[config.mk]
export PLATFORM = sky130hd
export DESIGN_NAME = imem_loader_flat
export DESIGN_NICKNAME = d
export VERILOG_FILES = /design/src/rtl/imem_loader_if.sv /design/src/rtl/imem_loader.sv /design/src/flat_wrapper.sv
export SDC_FILE = /design/constraint.sdc
export NUM_CORES = 1
export LEC_CHECK = 0
export CORE_AREA = 2 2 123 125
export CTS_BUF_LIST = sky130_fd_sc_hd__clkbuf_4 sky130_fd_sc_hd__clkbuf_8
export DETAILED_ROUTE_END_ITERATION = 10
export DIE_AREA = 0 0 125 127
export RECOVER_POWER = 100
export SYNTH_ARGS = -nofsm -noshare
export SYNTH_HDL_FRONTEND = slang
export SYNTH_SLANG_ARGS = --single-unit
[constraint.sdc]
create_clock -name clk -period 4.45 [get_ports clk]
set_input_delay 0.6675 -clock clk [delete_from_list [all_inputs] [get_ports clk]]
set_output_delay 0.6675 -clock clk [all_outputs]
set_load 0.05 [all_outputs]
[src/rtl/imem_loader_if.sv]
// imem_loader_if: byte-stream input and instruction-memory write bus of the loader.
// master = loader side, slave = stream source / instruction memory side.
interface imem_loader_if #(
    parameter int ADDR_WIDTH = 8
);
    logic [7:0]            in_data;
    logic                  in_valid;
    logic                  out_ready;
    logic                  out_ctrl_memwrt;
    logic [ADDR_WIDTH-1:0] out_addr;
    logic [31:0]           out_data;

    modport master (
        input  in_data, in_valid,
        output out_ready, out_ctrl_memwrt, out_addr, out_data
    );

    modport slave (
        output in_data, in_valid,
        input  out_ready, out_ctrl_memwrt, out_addr, out_data
    );
endinterface

[src/rtl/imem_loader.sv]
// imem_loader: parses a 16-bit word count then big-endian 32-bit words into imem.
// Define LOADER_CHECKSUM_EN to expect a trailing XOR checksum byte (CHECK/ERROR path).
module imem_loader #(
    parameter int ADDR_WIDTH = 8
) (
    input  logic          clk,
    input  logic          rst,
    input  logic          in_ctrl_start,
    imem_loader_if.master bus,
    output logic          out_ctrl_cpuhold,
    output logic          out_done,
    output logic          out_error
);
    typedef enum logic [2:0] {
        IDLE,
        CNT_HI,
        CNT_LO,
        LOAD,
`ifdef LOADER_CHECKSUM_EN
        CHECK,
`endif
        DONE,
        ERROR
    } state_t;

    state_t                state, state_nxt;
    logic                  acc, ld_acc, word_done;
    logic [7:0]            cnt_hi;
    logic [15:0]           words_left;
    logic [1:0]            lane;
    logic [23:0]           shreg;
    logic [ADDR_WIDTH-1:0] addr_cnt;
`ifdef LOADER_CHECKSUM_EN
    logic [7:0]            csum;
    localparam state_t FIN_STATE = CHECK;
`else
    localparam state_t FIN_STATE = DONE;
`endif

    // out_ready is a registered decode of the state, so it tracks state exactly
    assign acc       = bus.in_valid && bus.out_ready;
    assign ld_acc    = acc && (state == LOAD) && (words_left != 16'd0);
    assign word_done = ld_acc && (lane == 2'd3);

    always_ff @(posedge clk) begin
        if (rst) state <= IDLE;
        else     state <= state_nxt;
    end

    always_comb begin
        state_nxt = state;
        case (state)
            IDLE:   if (in_ctrl_start) state_nxt = CNT_HI;
            CNT_HI: if (acc) state_nxt = CNT_LO;
            CNT_LO: if (acc) state_nxt = ({cnt_hi, bus.in_data} == 16'd0) ? FIN_STATE : LOAD;
`ifdef LOADER_CHECKSUM_EN
            LOAD:   if (word_done && words_left == 16'd1) state_nxt = CHECK;
            CHECK:  if (acc) state_nxt = (bus.in_data == csum) ? DONE : ERROR;
`else
            // leave once the final word's strobe has been presented
            LOAD:   if (bus.out_ctrl_memwrt && words_left == 16'd0) state_nxt = DONE;
`endif
            DONE, ERROR: if (in_ctrl_start) state_nxt = CNT_HI;
            default: state_nxt = IDLE;
        endcase
    end

    always_ff @(posedge clk) begin
        if (rst) begin
            bus.out_ready       <= 1'b0;
            bus.out_ctrl_memwrt <= 1'b0;
            bus.out_addr        <= '0;
            bus.out_data        <= '0;
            out_ctrl_cpuhold    <= 1'b1;
            out_done            <= 1'b0;
            out_error           <= 1'b0;
            cnt_hi              <= '0;
            words_left          <= '0;
            lane                <= '0;
            shreg               <= '0;
            addr_cnt            <= '0;
`ifdef LOADER_CHECKSUM_EN
            csum                <= '0;
`endif
        end else begin
            bus.out_ctrl_memwrt <= 1'b0;
            bus.out_ready       <= (state_nxt == CNT_HI) || (state_nxt == CNT_LO) ||
`ifdef LOADER_CHECKSUM_EN
                                   (state_nxt == CHECK) ||
`endif
                                   (state_nxt == LOAD);
            out_done            <= (state_nxt == DONE);
            out_ctrl_cpuhold    <= (state_nxt != DONE);
`ifdef LOADER_CHECKSUM_EN
            out_error           <= (state_nxt == ERROR);
`else
            out_error           <= 1'b0;
`endif
            if (state != CNT_HI && state_nxt == CNT_HI) begin
                addr_cnt <= '0;
                lane     <= '0;
`ifdef LOADER_CHECKSUM_EN
                csum     <= '0;
`endif
            end
            if (acc && state == CNT_HI) cnt_hi <= bus.in_data;
            if (acc && state == CNT_LO) words_left <= {cnt_hi, bus.in_data};
            if (ld_acc) begin
                shreg <= {shreg[15:0], bus.in_data};
                lane  <= lane + 2'd1;
`ifdef LOADER_CHECKSUM_EN
                csum  <= csum ^ bus.in_data;
`endif
            end
            // address wraps naturally at the memory depth
            if (word_done) begin
                bus.out_ctrl_memwrt <= 1'b1;
                bus.out_data        <= {shreg, bus.in_data};
                bus.out_addr        <= addr_cnt;
                addr_cnt            <= addr_cnt + ADDR_WIDTH'(1);
                words_left          <= words_left - 16'd1;
            end
        end
    end
endmodule

[src/flat_wrapper.sv]
// flat-port wrapper written by rule: the top's interface ports become plain ports
module imem_loader_flat 
#(
    parameter int ADDR_WIDTH = 8
)
  (clk, rst, in_ctrl_start, out_ctrl_cpuhold, out_done, out_error, bus_in_data, bus_in_valid, bus_out_ready, bus_out_ctrl_memwrt, bus_out_addr, bus_out_data);
  imem_loader_if #(.ADDR_WIDTH(ADDR_WIDTH)) bus_i ();
  input  logic clk;
  input  logic rst;
  input  logic in_ctrl_start;
  output logic out_ctrl_cpuhold;
  output logic out_done;
  output logic out_error;
  input wire logic [$bits(bus_i.in_data)-1:0] bus_in_data;
  input wire logic [$bits(bus_i.in_valid)-1:0] bus_in_valid;
  output wire logic [$bits(bus_i.out_ready)-1:0] bus_out_ready;
  output wire logic [$bits(bus_i.out_ctrl_memwrt)-1:0] bus_out_ctrl_memwrt;
  output wire logic [$bits(bus_i.out_addr)-1:0] bus_out_addr;
  output wire logic [$bits(bus_i.out_data)-1:0] bus_out_data;
  assign bus_i.in_data = bus_in_data;
  assign bus_i.in_valid = bus_in_valid;
  assign bus_out_ready = bus_i.out_ready;
  assign bus_out_ctrl_memwrt = bus_i.out_ctrl_memwrt;
  assign bus_out_addr = bus_i.out_addr;
  assign bus_out_data = bus_i.out_data;
  imem_loader #(.ADDR_WIDTH(ADDR_WIDTH)) u_core (.clk(clk), .rst(rst), .in_ctrl_start(in_ctrl_start), .bus(bus_i), .out_ctrl_cpuhold(out_ctrl_cpuhold), .out_done(out_done), .out_error(out_error));
endmodule
==> qor.yml <==
status: "finished clean"
h-tree-depth: 3
nets: 577
synth_edf_count: 0
synth_compound_area_share_pct: 16.44
synth_area_mm2: 0.004254
ios: 57
n_antenna_cell: 0
finalWirelength_mm: 10.49
maxSlewViolCount: 0
gp_congestion: 0.8390
power_density_mw_per_mm2: 310.7
async_flop_share_pct: 0
hp-class: "reg2reg"
synthMuxAreaShare_pct: 2.412
clockRootBuffer: "clkbuf_8"
synthAdderAreaFrac_pct: 1.176
finalClockSkew_ps: 12.66
slowest_delay_ps: 650
rsz0062_at_grt: "false"
setup_slack_ps: 1294
rows: 44
fin_crit_sh_pct: 70.92
fin_crit_ps: 3156
synthXorXnorAreaFrac_pct: 0.6176
synth_top_family_by_area: "simple AND/OR/NAND/NOR gates"
hpwl_mm: 7.282
vias: 3730
syn_inst: 523
port_buffers: 55
fin_tns_setup_ps: 0
drc: 0
crit_fanout: 29
start_util_pct: 29.49
track_usage_pct: 13.64
core_area_mm2: 0.01442
grt_start_max_net_pins: 43
post-route-util_pct: 35.44
drive_above_1_share_pct: 5.477
syn_to_final_growth_pct: 20.15
grt_overflow: 0
cts_tree: "done"
instances_no_fill: 750
clkSinkCount: 105
clock_latency_ps: 360
finalSetupViolCount: 0
cts_inserted_buffers: 9
crit_path_cell_trace: "inv_1 > ha_1 > or4b_2 > or4_1 > nand2_1 > buf_4 > a2bb2oi_1 > a21oi_1"
die_w_um: 125
fmax_mhz: 316.9
syn_nets: 539
grt_pass1_wl_mm: 17.97
synth.distinct_cells: 51
n_fill_cell: 1507
ant_nets: 0
seqCellArea_mm2: 0.002102
dieArea_mm2: 0.01588
die_h_um: 127
yosysSeqAreaShare_pct: 49.41
cts_buffer_depth: 2
worst_path_max_delay_cell: "or4b_2"
multi_input_comb_area_mm2: 0.001982
timing.final.hold_violations: 0
via_per_inst: 4.973
crit_arrival_ps: 3400
start_kind: "flop"
post_cts_resized: 0
dp_cells: 734
grt_pass1_vias: 3587
ys_ff_latch: 105
maxSlewHeadroom_pct: 2.054
avgSynthCellArea_um2: 8.134
hold_buffers: 0
drt_first_iter_violations: 352
tightestPinTransition_ps: 1458
synthSimpleGateAreaFrac_pct: 26.03
pre_cts_ws_ps: 1488
leakagePower_nw: 1.795
required_ps: 4690
antenna_found_initial: 0
hold_slack_ps: 453.7
critPathKind: "reg2reg"
worst_setup_path_end_kind: "flop"
ir_drop_mv: 0.1623
post_cts_buffers: 0
wl_per_cell_um: 13.98
synth_ff_type: "dfxtp_1"
clkTransAtPathRegs_ps: 100
drv_cap: 0
drt_pre_antenna_iters: 5
ys_warn_count: 0
==> critical path: cells and delay by family (launching register included) <==
| kind | cells | cell delay [ps] |
|---|---|---|
| DFF | 1 | 340 |
| AOI/OAI and AO/OA | 2 | 250 |
| buffers and inverters | 2 | 550 |
| adders and majority gates | 1 | 190 |
| and+or+nand+nor | 3 | 1690 |
==> area by class of cell <==
cell class / count / share of cell area (%)
clock buffers: 13 / 3.256
clock inverters: 3 / 0.4896
inverters: 5 / 0.3672
multi-input cells: 379 / 38.78
flip-flops and latches: 105 / 41.13
well taps: 184 / 4.504
repair buffers: 61 / 11.48
==> through the flow <==
step	area [um^2]	total power, mW
finish	5111	1.588
CTS	5135	1.617
global route	5111	1.669
floorplan	4254	1.016
detailed placement	4943	1.046
global placement	4943	1.045
==> sequential cells by signal (all words and copies together) (netlist names), 2 cells and up <==
signal / cells
u_core.bus.out_addr: 8
u_core.shreg: 24
u_core.bus.out_data: 32
u_core.state: 3
u_core.lane: 2
u_core.cnt_hi: 8
u_core.words_left: 16
u_core.addr_cnt: 8
==> cells in the final DEF (no fill, tap or decap), drive strengths merged, types with 8 or more instances in the layout <==
| cell | n |
|---|---|
| a21oi | 82 |
| clkbuf | 14 |
| clkdlybuf4s50 | 9 |
| dfxtp | 105 |
| dlygate4sd3 | 45 |
| mux2i | 8 |
| nand2 | 143 |
| nand3 | 17 |
| nor2 | 24 |
| nor3 | 12 |
| nor4 | 8 |
| or3 | 9 |
==> final timing paths <==
path                                        from                             endpoint  slack, ps  cells after the start
max            u_core.words_left[0]$_SDFFE_PP0P_    u_core.words_left[1]$_SDFFE_PP0P_       1290                      8
min reg2reg  u_core.bus.out_addr[7]$_SDFFE_PP0P_  u_core.bus.out_addr[7]$_SDFFE_PP0P_        450                      2
min          u_core.bus.out_addr[7]$_SDFFE_PP0P_  u_core.bus.out_addr[7]$_SDFFE_PP0P_        450                      2
max reg2reg    u_core.words_left[0]$_SDFFE_PP0P_    u_core.words_left[1]$_SDFFE_PP0P_       1290                      8
==> cells in the mapped netlist, types with 3 or more instances <==
library cell  instances  area, um^2
o311ai_0              6       52.55
nor3_1               11       55.05
a22oi_1               3       22.52
or2_2                 3       18.77
or3_1                 9       56.30
dfxtp_1             105        2102
buf_2                10       50.05
a21oi_1              81       405.4
nand2b_1              3       18.77
or4_1                 3       22.52
o21ai_0               5       25.02
nor4_1                7       43.79
nand2_1             142       533.0
nand3b_1              3       22.52
clkbuf_1             23       86.33
a31oi_1               7       43.79
nor2_1               24       90.09
mux2i_1               8       80.08
ha_1                  4       50.05
a32oi_1               3       26.28
inv_1                 5       18.77
and3_1                4       25.02
nand3_1              17       85.08
==> kinds of logic after synthesis <==
family | after synthesis
buffers and inverters | 39
other | 1
flip-flops | 105
AO/OA/AOI/OAI | 120
XOR/XNOR | 3
multiplexers | 10
AND/OR/NAND/NOR | 241
adder cells (fa/ha/maj) | 4
==> per-layer routing <==
metal / GRT usage, % / wire length (um) / vias up
li1: - / - / 1887
met5: 0 / 0 / -
met1: 19.43 / 5241 / 1756
met4: 3.595 / 51 / 0
met2: 20.91 / 4775 / 85
met3: 3.099 / 416 / 2
==> report_power, final <==
group	internal, mW	total, mW	switching, mW
logic	0.0237	0.0722	0.0485
registers	0.944	0.950	0.00641
clock network	0.249	0.566	0.316
total	1.22	1.59	0.371
No activity file was read; power rests on OpenSTA's default activity.
